`src/rtl/ec_ctrl_if.sv`:
```
// Bundle between the accumulator-CPU sequencer and its datapath / board I/O.
// master = the sequencer, slave = datapath and I/O side.
interface ec_ctrl_if #(
    parameter int CNT_W = 16
);
    logic [2:0]       ir_opcode;
    logic             a_not_zero;
    logic             in_valid;
    logic             out_ack;
    logic             step_mode;
    logic             step;
    logic             ir_load;
    logic             pc_load;
    logic             jnz_mux;
    logic             in_mux;
    logic             a_load;
    logic             out_en;
    logic             in_ready;
    logic [2:0]       state;
    logic             halted;
    logic [CNT_W-1:0] instr_count;

    modport master (
        input  ir_opcode, a_not_zero, in_valid, out_ack, step_mode, step,
        output ir_load, pc_load, jnz_mux, in_mux, a_load, out_en, in_ready,
               state, halted, instr_count
    );

    modport slave (
        output ir_opcode, a_not_zero, in_valid, out_ack, step_mode, step,
        input  ir_load, pc_load, jnz_mux, in_mux, a_load, out_en, in_ready,
               state, halted, instr_count
    );
endinterface

```
`src/rtl/ec_control_unit.sv`:
```
// Sequencer for the accumulator CPU: fetch/decode/execute FSM with IN/OUT
// handshakes, single-step gating and a retired-instruction counter.
module ec_control_unit #(
    parameter int OUT_HOLD = 4,
    parameter int CNT_W    = 16
) (
    input  logic        clk,
    input  logic        rst_n,
    ec_ctrl_if.master   bus
);
    typedef enum logic [2:0] {
        FETCH    = 3'b000,
        DECODE   = 3'b001,
        IN_WAIT  = 3'b010,
        EXEC_IN  = 3'b011,
        EXEC_OUT = 3'b100,
        EXEC_DEC = 3'b101,
        EXEC_JNZ = 3'b110,
        HALT     = 3'b111
    } state_t;

    localparam logic [7:0] HOLD_LAST = 8'(OUT_HOLD - 1);

    state_t           state_reg;
    logic [7:0]       hold_reg;
    logic             step_armed_reg;
    logic [CNT_W-1:0] count_reg;
    logic             fetch_go;

    assign fetch_go = !bus.step_mode || step_armed_reg;

    always_ff @(posedge clk or negedge rst_n) begin
        if (!rst_n) begin
            state_reg      <= FETCH;
            hold_reg       <= 8'd0;
            step_armed_reg <= 1'b0;
            count_reg      <= '0;
        end else begin
            case (state_reg)
                FETCH: begin
                    if (fetch_go) begin
                        state_reg      <= DECODE;
                        step_armed_reg <= 1'b0;
                    end else if (bus.step) begin
                        step_armed_reg <= 1'b1;
                    end
                end
                DECODE: begin
                    case (bus.ir_opcode)
                        3'b011: state_reg <= IN_WAIT;
                        3'b100: state_reg <= EXEC_OUT;
                        3'b101: state_reg <= EXEC_DEC;
                        3'b110: state_reg <= EXEC_JNZ;
                        3'b111: begin
                            state_reg <= HALT;
                            count_reg <= count_reg + 1'b1;
                        end
                        default: begin
                            state_reg <= FETCH;
                            count_reg <= count_reg + 1'b1;
                        end
                    endcase
                end
                IN_WAIT: begin
                    if (bus.in_valid) state_reg <= EXEC_IN;
                end
                EXEC_OUT: begin
                    // Leave on acknowledge or once the hold budget is spent.
                    if (bus.out_ack || hold_reg == HOLD_LAST) begin
                        state_reg <= FETCH;
                        hold_reg  <= 8'd0;
                        count_reg <= count_reg + 1'b1;
                    end else begin
                        hold_reg <= hold_reg + 8'd1;
                    end
                end
                EXEC_IN, EXEC_DEC, EXEC_JNZ: begin
                    state_reg <= FETCH;
                    count_reg <= count_reg + 1'b1;
                end
                HALT:    state_reg <= HALT;
                default: state_reg <= FETCH;
            endcase
        end
    end

    // Strobes are gated by rst_n so they drop the moment reset asserts.
    always_comb begin
        bus.ir_load  = 1'b0;
        bus.pc_load  = 1'b0;
        bus.jnz_mux  = 1'b0;
        bus.in_mux   = 1'b0;
        bus.a_load   = 1'b0;
        bus.out_en   = 1'b0;
        bus.in_ready = 1'b0;
        if (rst_n) begin
            case (state_reg)
                FETCH: begin
                    bus.ir_load = fetch_go;
                    bus.pc_load = fetch_go;
                end
                IN_WAIT:  bus.in_ready = 1'b1;
                EXEC_IN: begin
                    bus.in_mux = 1'b1;
                    bus.a_load = 1'b1;
                end
                EXEC_OUT: bus.out_en = 1'b1;
                EXEC_DEC: bus.a_load = 1'b1;
                EXEC_JNZ: begin
                    bus.jnz_mux = 1'b1;
                    bus.pc_load = bus.a_not_zero;
                end
                default: ;
            endcase
        end
    end

    assign bus.state       = state_reg;
    assign bus.halted      = (state_reg == HALT);
    assign bus.instr_count = count_reg;
endmodule

```
`src/flat_wrapper.sv`:
```
// flat-port wrapper written by rule: the top's interface ports become plain ports
module ec_control_unit_flat 
#(
    parameter int OUT_HOLD = 4,
    parameter int CNT_W    = 16
)
  (clk, rst_n, bus_ir_opcode, bus_a_not_zero, bus_in_valid, bus_out_ack, bus_step_mode, bus_step, bus_ir_load, bus_pc_load, bus_jnz_mux, bus_in_mux, bus_a_load, bus_out_en, bus_in_ready, bus_state, bus_halted, bus_instr_count);
  ec_ctrl_if #(.CNT_W(CNT_W)) bus_i ();
  input  logic clk;
  input  logic rst_n;
  input wire logic [$bits(bus_i.ir_opcode)-1:0] bus_ir_opcode;
  input wire logic [$bits(bus_i.a_not_zero)-1:0] bus_a_not_zero;
  input wire logic [$bits(bus_i.in_valid)-1:0] bus_in_valid;
  input wire logic [$bits(bus_i.out_ack)-1:0] bus_out_ack;
  input wire logic [$bits(bus_i.step_mode)-1:0] bus_step_mode;
  input wire logic [$bits(bus_i.step)-1:0] bus_step;
  output wire logic [$bits(bus_i.ir_load)-1:0] bus_ir_load;
  output wire logic [$bits(bus_i.pc_load)-1:0] bus_pc_load;
  output wire logic [$bits(bus_i.jnz_mux)-1:0] bus_jnz_mux;
  output wire logic [$bits(bus_i.in_mux)-1:0] bus_in_mux;
  output wire logic [$bits(bus_i.a_load)-1:0] bus_a_load;
  output wire logic [$bits(bus_i.out_en)-1:0] bus_out_en;
  output wire logic [$bits(bus_i.in_ready)-1:0] bus_in_ready;
  output wire logic [$bits(bus_i.state)-1:0] bus_state;
  output wire logic [$bits(bus_i.halted)-1:0] bus_halted;
  output wire logic [$bits(bus_i.instr_count)-1:0] bus_instr_count;
  assign bus_i.ir_opcode = bus_ir_opcode;
  assign bus_i.a_not_zero = bus_a_not_zero;
  assign bus_i.in_valid = bus_in_valid;
  assign bus_i.out_ack = bus_out_ack;
  assign bus_i.step_mode = bus_step_mode;
  assign bus_i.step = bus_step;
  assign bus_ir_load = bus_i.ir_load;
  assign bus_pc_load = bus_i.pc_load;
  assign bus_jnz_mux = bus_i.jnz_mux;
  assign bus_in_mux = bus_i.in_mux;
  assign bus_a_load = bus_i.a_load;
  assign bus_out_en = bus_i.out_en;
  assign bus_in_ready = bus_i.in_ready;
  assign bus_state = bus_i.state;
  assign bus_halted = bus_i.halted;
  assign bus_instr_count = bus_i.instr_count;
  ec_control_unit #(.OUT_HOLD(OUT_HOLD), .CNT_W(CNT_W)) u_core (.clk(clk), .rst_n(rst_n), .bus(bus_i));
endmodule
```
`config.mk`:
```
export PLATFORM = sky130hd
export DESIGN_NAME = ec_control_unit_flat
export DESIGN_NICKNAME = d
export VERILOG_FILES = /design/src/rtl/ec_ctrl_if.sv /design/src/rtl/ec_control_unit.sv /design/src/flat_wrapper.sv
export SDC_FILE = /design/constraint.sdc
export NUM_CORES = 1
export LEC_CHECK = 0
export ABC_AREA = 1
export CAP_MARGIN = 20
export CORE_ASPECT_RATIO = 0.7
export CORE_MARGIN = 2
export CORE_UTILIZATION = 40
export CTS_CLUSTER_SIZE = 24
export DETAILED_ROUTE_END_ITERATION = 8
export PLACE_DENSITY = 0.65
export SLEW_MARGIN = 30
export SYNTH_ARGS = -nofsm -noshare
export SYNTH_HDL_FRONTEND = slang
export SYNTH_SLANG_ARGS = --single-unit
```
`constraint.sdc`:
```
create_clock -name clk -period 4.6 [get_ports clk]
set_clock_uncertainty 0.2 [all_clocks]
set_input_delay 0.92 -clock clk [delete_from_list [all_inputs] [get_ports clk]]
set_output_delay 0.92 -clock clk [all_outputs]
set_load 0.01 [all_outputs]
```
## Yosys cells after proc, flatten, opt, wreduce, memory -nomap -nowiden

Cells that the tools add are included.

| word-level totals | value |
|---|---|
| register bits after elaboration | 28 |
| input port bits | 10 |

| operators by class | value |
|---|---|
| add/sub/neg operators | 2 |
| eq/ne operators | 17 |
| multiplexer cells | 25 |
| reduce and logical (&&, ||, !) cells | 12 |

Operators with widths:

| kind | number |
|---|---|
| one-hot mux 16 bit (3 select lines) | 1 |
| two-way mux 16 bit | 2 |
| equality test 3 bit (second input constant) | 8 |
| one-hot mux 3 bit (6 select lines) | 1 |
| adder 16 x 1 -> 16 bit (second input constant) | 1 |
| two-way mux 1 bit | 15 |
| one-hot mux 3 bit (5 select lines) | 1 |
| equality test 3 x 2 -> 1 bit (second input constant) | 3 |
| two-way mux 3 bit | 3 |
| adder 8 x 1 -> 8 bit (second input constant) | 1 |
| equality test 8 x 2 -> 1 bit (second input constant) | 1 |
| two-way mux 8 bit | 1 |
| AND reduction 3 bit | 2 |
| != test 2 x 1 -> 1 bit (second input constant) | 2 |
| != test 2 bit (second input constant) | 2 |
| OR reduction 4 bit | 1 |
| equality test 3 x 1 -> 1 bit (second input constant) | 1 |
| zero test 3 bit | 1 |
| nonzero test 3 bit | 1 |
| OR reduction 3 bit | 1 |
| logical OR 1 bit | 2 |
| one-hot mux 1 bit (2 select lines) | 1 |
| AND reduction 2 bit | 1 |
| nonzero test 2 bit | 1 |
| 2 further kinds | 2 |

## Depth between registers and ports, before layout

| logic depth | value |
|---|---|
| depth in word-level cells | 4 |
| gate-level depth with buffers | 10 |
| depth with buffers taken out | 9 |

## Worst setup path after synthesis

Ideal clock, no wire load.

| path | value |
|---|---|
| path type | input to output |
| start point | in rst_n |
| end point | out bus_pc_load |
| arrival time | 1.519 ns |
| data required time | 3.480 ns |
| path slack | 1.961 ns |
| stages | 4 |
| path buffers | 0 |
| cells stage by stage | nand2_1 > nor3_1 > nand2_1 > o21ai_0 |

| between the ends | value |
|---|---|
| word-level cells in the longest chain between the ends | 1 |

RTL lines:

| item | line | RTL |
|---|---|---|
| from (decl) | flat_wrapper.sv:10 | `input logic rst_n;` |
| two-way mux 1 bit | ec_control_unit.sv:96 | `if (rst_n) begin` |
| to (decl) | flat_wrapper.sv:18 | `output wire logic [$bits(bus_i.pc_load)-1:0] bus_pc_load;` |

No other way between the ends.

## Worst setup path after layout

Same ends and word-level chain as after synthesis.

==> qor.yml <==
drive_gt1_share_pct: 5.782
cts_resized: 0
initial_utilization_pct: 42.88
critPathRequiredTime_ns: 3.48
hold_viol_final: 0
antenna_found_initial: 0
peakVddDrop_mv: 0.2083
syn_area_per_cell_sq_um: 6.822
nFillCells: 409
r2r_cells: 8
insertion_delay_ns: 0.28
crit_arrival_ns: 2.58
cpMaxStageDelayCell: "clkdlybuf4s50_1"
hold_depth: 2
syn_area_sq_um: 1733
switching_share_pct: 42.90
final_common_cell: "nand2_1"
holdWs_ns: 0.3071
hold_start: "u_core.hold_reg[5]"
core_area_sq_um: 4041
rr_endpoint: "u_core.bus.instr_count[10]"
rr_startpoint: "u_core.bus.instr_count[0]"
numCtsBuffers: 3
clock.fmax_ghz: 0.2699
status: "finished clean"
syn_nets: 266
grt_max_degree: 19
regArea_sq_um: 700.7
slew_viol_final: 0
period_minus_slack_ns: 3.705
yosysWarnings: 0
cts_sinks: 28
holdPathEnd: "u_core.hold_reg[5]"
ant_nets: 0
utilization_pct: 54.83
cellPowerDensity_nw_per_um2: 447.0
grt_overflow: 0
firstDrtPassIters: 4
gp_congestion: 0.7853
synth_cells: 254
max_stage_delay_ns: 0.56
maxCapViolCount: 0
largest_reg_flops: 16
worstMarginPinSlew_ns: 0.3864
crit_type: "in2out"
grt_pass1_vias: 1507
seqPwrFrac_pct: 38.6
critPathLaunchType: "input port"
slew_headroom_pct: 74.18
pwr-share-comb_pct: 45.6
p_int_uw: 565.6
avgRoutedWirePerCell_um: 11.80
critPathMaxFanout: 13
syn_to_final_growth_pct: 27.87
antennaDiodeCount: 0
die_w_um: 82.67
timing.critical_path.to_type: "output pin"
drt_iter0_markers: 60
holdBufCountCts: 0
power_switching_uw: 425.0
dp_hpwl_um: 3123
p_leak_nw: 1.023
grt_use_total_pct: 18.86
drc: 0
period_share_pct: 80.54
setup_viol: 0
dieArea_sq_um: 4883
rows: 19
vias: 1658
multi_input_area_sq_um: 918.4
synth-seq-area-share_pct: 40.43
r2r_slack_ns: 2.69
wl_um: 4082
cts.path.max_buffers: 2
tns_ns: 0
grt_pass1_wl_um: 7058
path_cells: "clkdlybuf4s50_1, buf_4, nand2_1, nor3_1, nand2_1, o21ai_0, clkdlybuf4s50_1"
htree_levels: 1
hp-class: "reg2reg"
total_power_uw: 990.6
ctsRootBufferMaster: "clkbuf_8"
portBuffers: 36
final_cell_mix: "nand2_1, clkdlybuf4s50_1, nor2_1, dfrtp_1, inv_1"
finalNetCount: 307
rsz0062_at_grt: "no"
via_per_inst: 4.792
cts_setup_buffers: 0
fp.dieH_um: 59.07
io_pins: 37
cts_tree: "built"
yosysUniqueCellTypes: 24
pwr-share-clk_pct: 15.8
path_clk_slew_ns: 0.10
yosys_register_bits: 28
critical path: cells and delay by family:
| family | cells | cell delay, ns |
|---|---|---|
| AO/OA/AOI/OAI | 1 | 0.07 |
| buffers and inverters | 3 | 1.22 |
| AND/OR/NAND/NOR | 3 | 0.37 |
layout make-up:
class	count	share of cell area [%]
repair buffers	38	16.94
clock buffers	4	2.484
inverters	27	4.574
well taps	52	2.936
flip-flops and latches	28	31.62
multi-input cells	197	41.45
kinds of logic (layout without fill, tap and decap cells):
family                   after synthesis  after routing  synth area share, %
XOR/XNOR                               9              9                4.549
flip-flops                            28             28                40.43
AND/OR/NAND/NOR                      166            166                40.36
AO/OA/AOI/OAI                         20             20                6.643
buffers and inverters                 29             69                6.570
adder cells (fa/ha/maj)                2              2                1.444
power groups by stage:
| stage | Clock (mW) | Combinational [mW] | Sequential (mW) |
|---|---|---|---|
| after floorplan | 0 | 0.293 | 0.385 |
| after global placement | 0 | 0.451 | 0.386 |
| after detailed placement | 0 | 0.455 | 0.386 |
| after CTS | 0.162 | 0.456 | 0.381 |
| after global routing | 0.170 | 0.504 | 0.396 |
| final | 0.157 | 0.452 | 0.382 |
metal layers:
| metal | wire length, um | part of all wire [%] | GRT usage, % |
|---|---|---|---|
| met3 | 157 | 3.8 | 3.506 |
| met1 | 2214 | 54 | 28.52 |
| met4 | 47 | 1.2 | 5.621 |
| met5 | 0 | 0 | 0 |
| met2 | 1662 | 41 | 27.30 |
Yosys cell counts:
library cell | count | area (sq um)
nor2_1 | 29 | 108.9
nand2_1 | 105 | 394.1
nand3b_2 | 1 | 11.26
inv_1 | 24 | 90.09
nand3_1 | 14 | 70.07
o21ai_0 | 10 | 50.05
nand4_1 | 6 | 37.54
a21oi_1 | 2 | 10.01
nand2_2 | 3 | 18.77
buf_4 | 1 | 7.510
dfrtp_1 | 28 | 700.7
ha_1 | 2 | 25.02
nor2_4 | 1 | 11.26
nor3_1 | 4 | 20.02
buf_2 | 1 | 5.000
o21a_1 | 1 | 7.510
nor2_2 | 1 | 6.260
nand2_4 | 1 | 11.26
nand3_2 | 1 | 10.01
inv_2 | 3 | 11.26
xnor2_1 | 3 | 26.28
o22ai_1 | 4 | 25.02
o211ai_1 | 3 | 22.52
xor2_1 | 6 | 52.55
worst max path at each step:
stage / end / from / cells past startpoint
3_3_place_gp: bus_pc_load / rst_n / 7
6_report: bus_pc_load / rst_n / 7
3_5_place_dp: bus_pc_load / rst_n / 7
4_1_cts: bus_pc_load / rst_n / 7
5_1_grt: bus_pc_load / rst_n / 7
2_1_floorplan: bus_pc_load / rst_n / 4
through the flow:
step	instances	setup slack (ns)	area, sq um
floorplan	254	1.961	1733
global placement	342	0.9146	2161
detailed placement	342	0.8899	2161
CTS	346	0.8914	2216
global route	346	0.7465	2216
finish	346	0.8951	2216
Power figures use the tool's default switching activity.
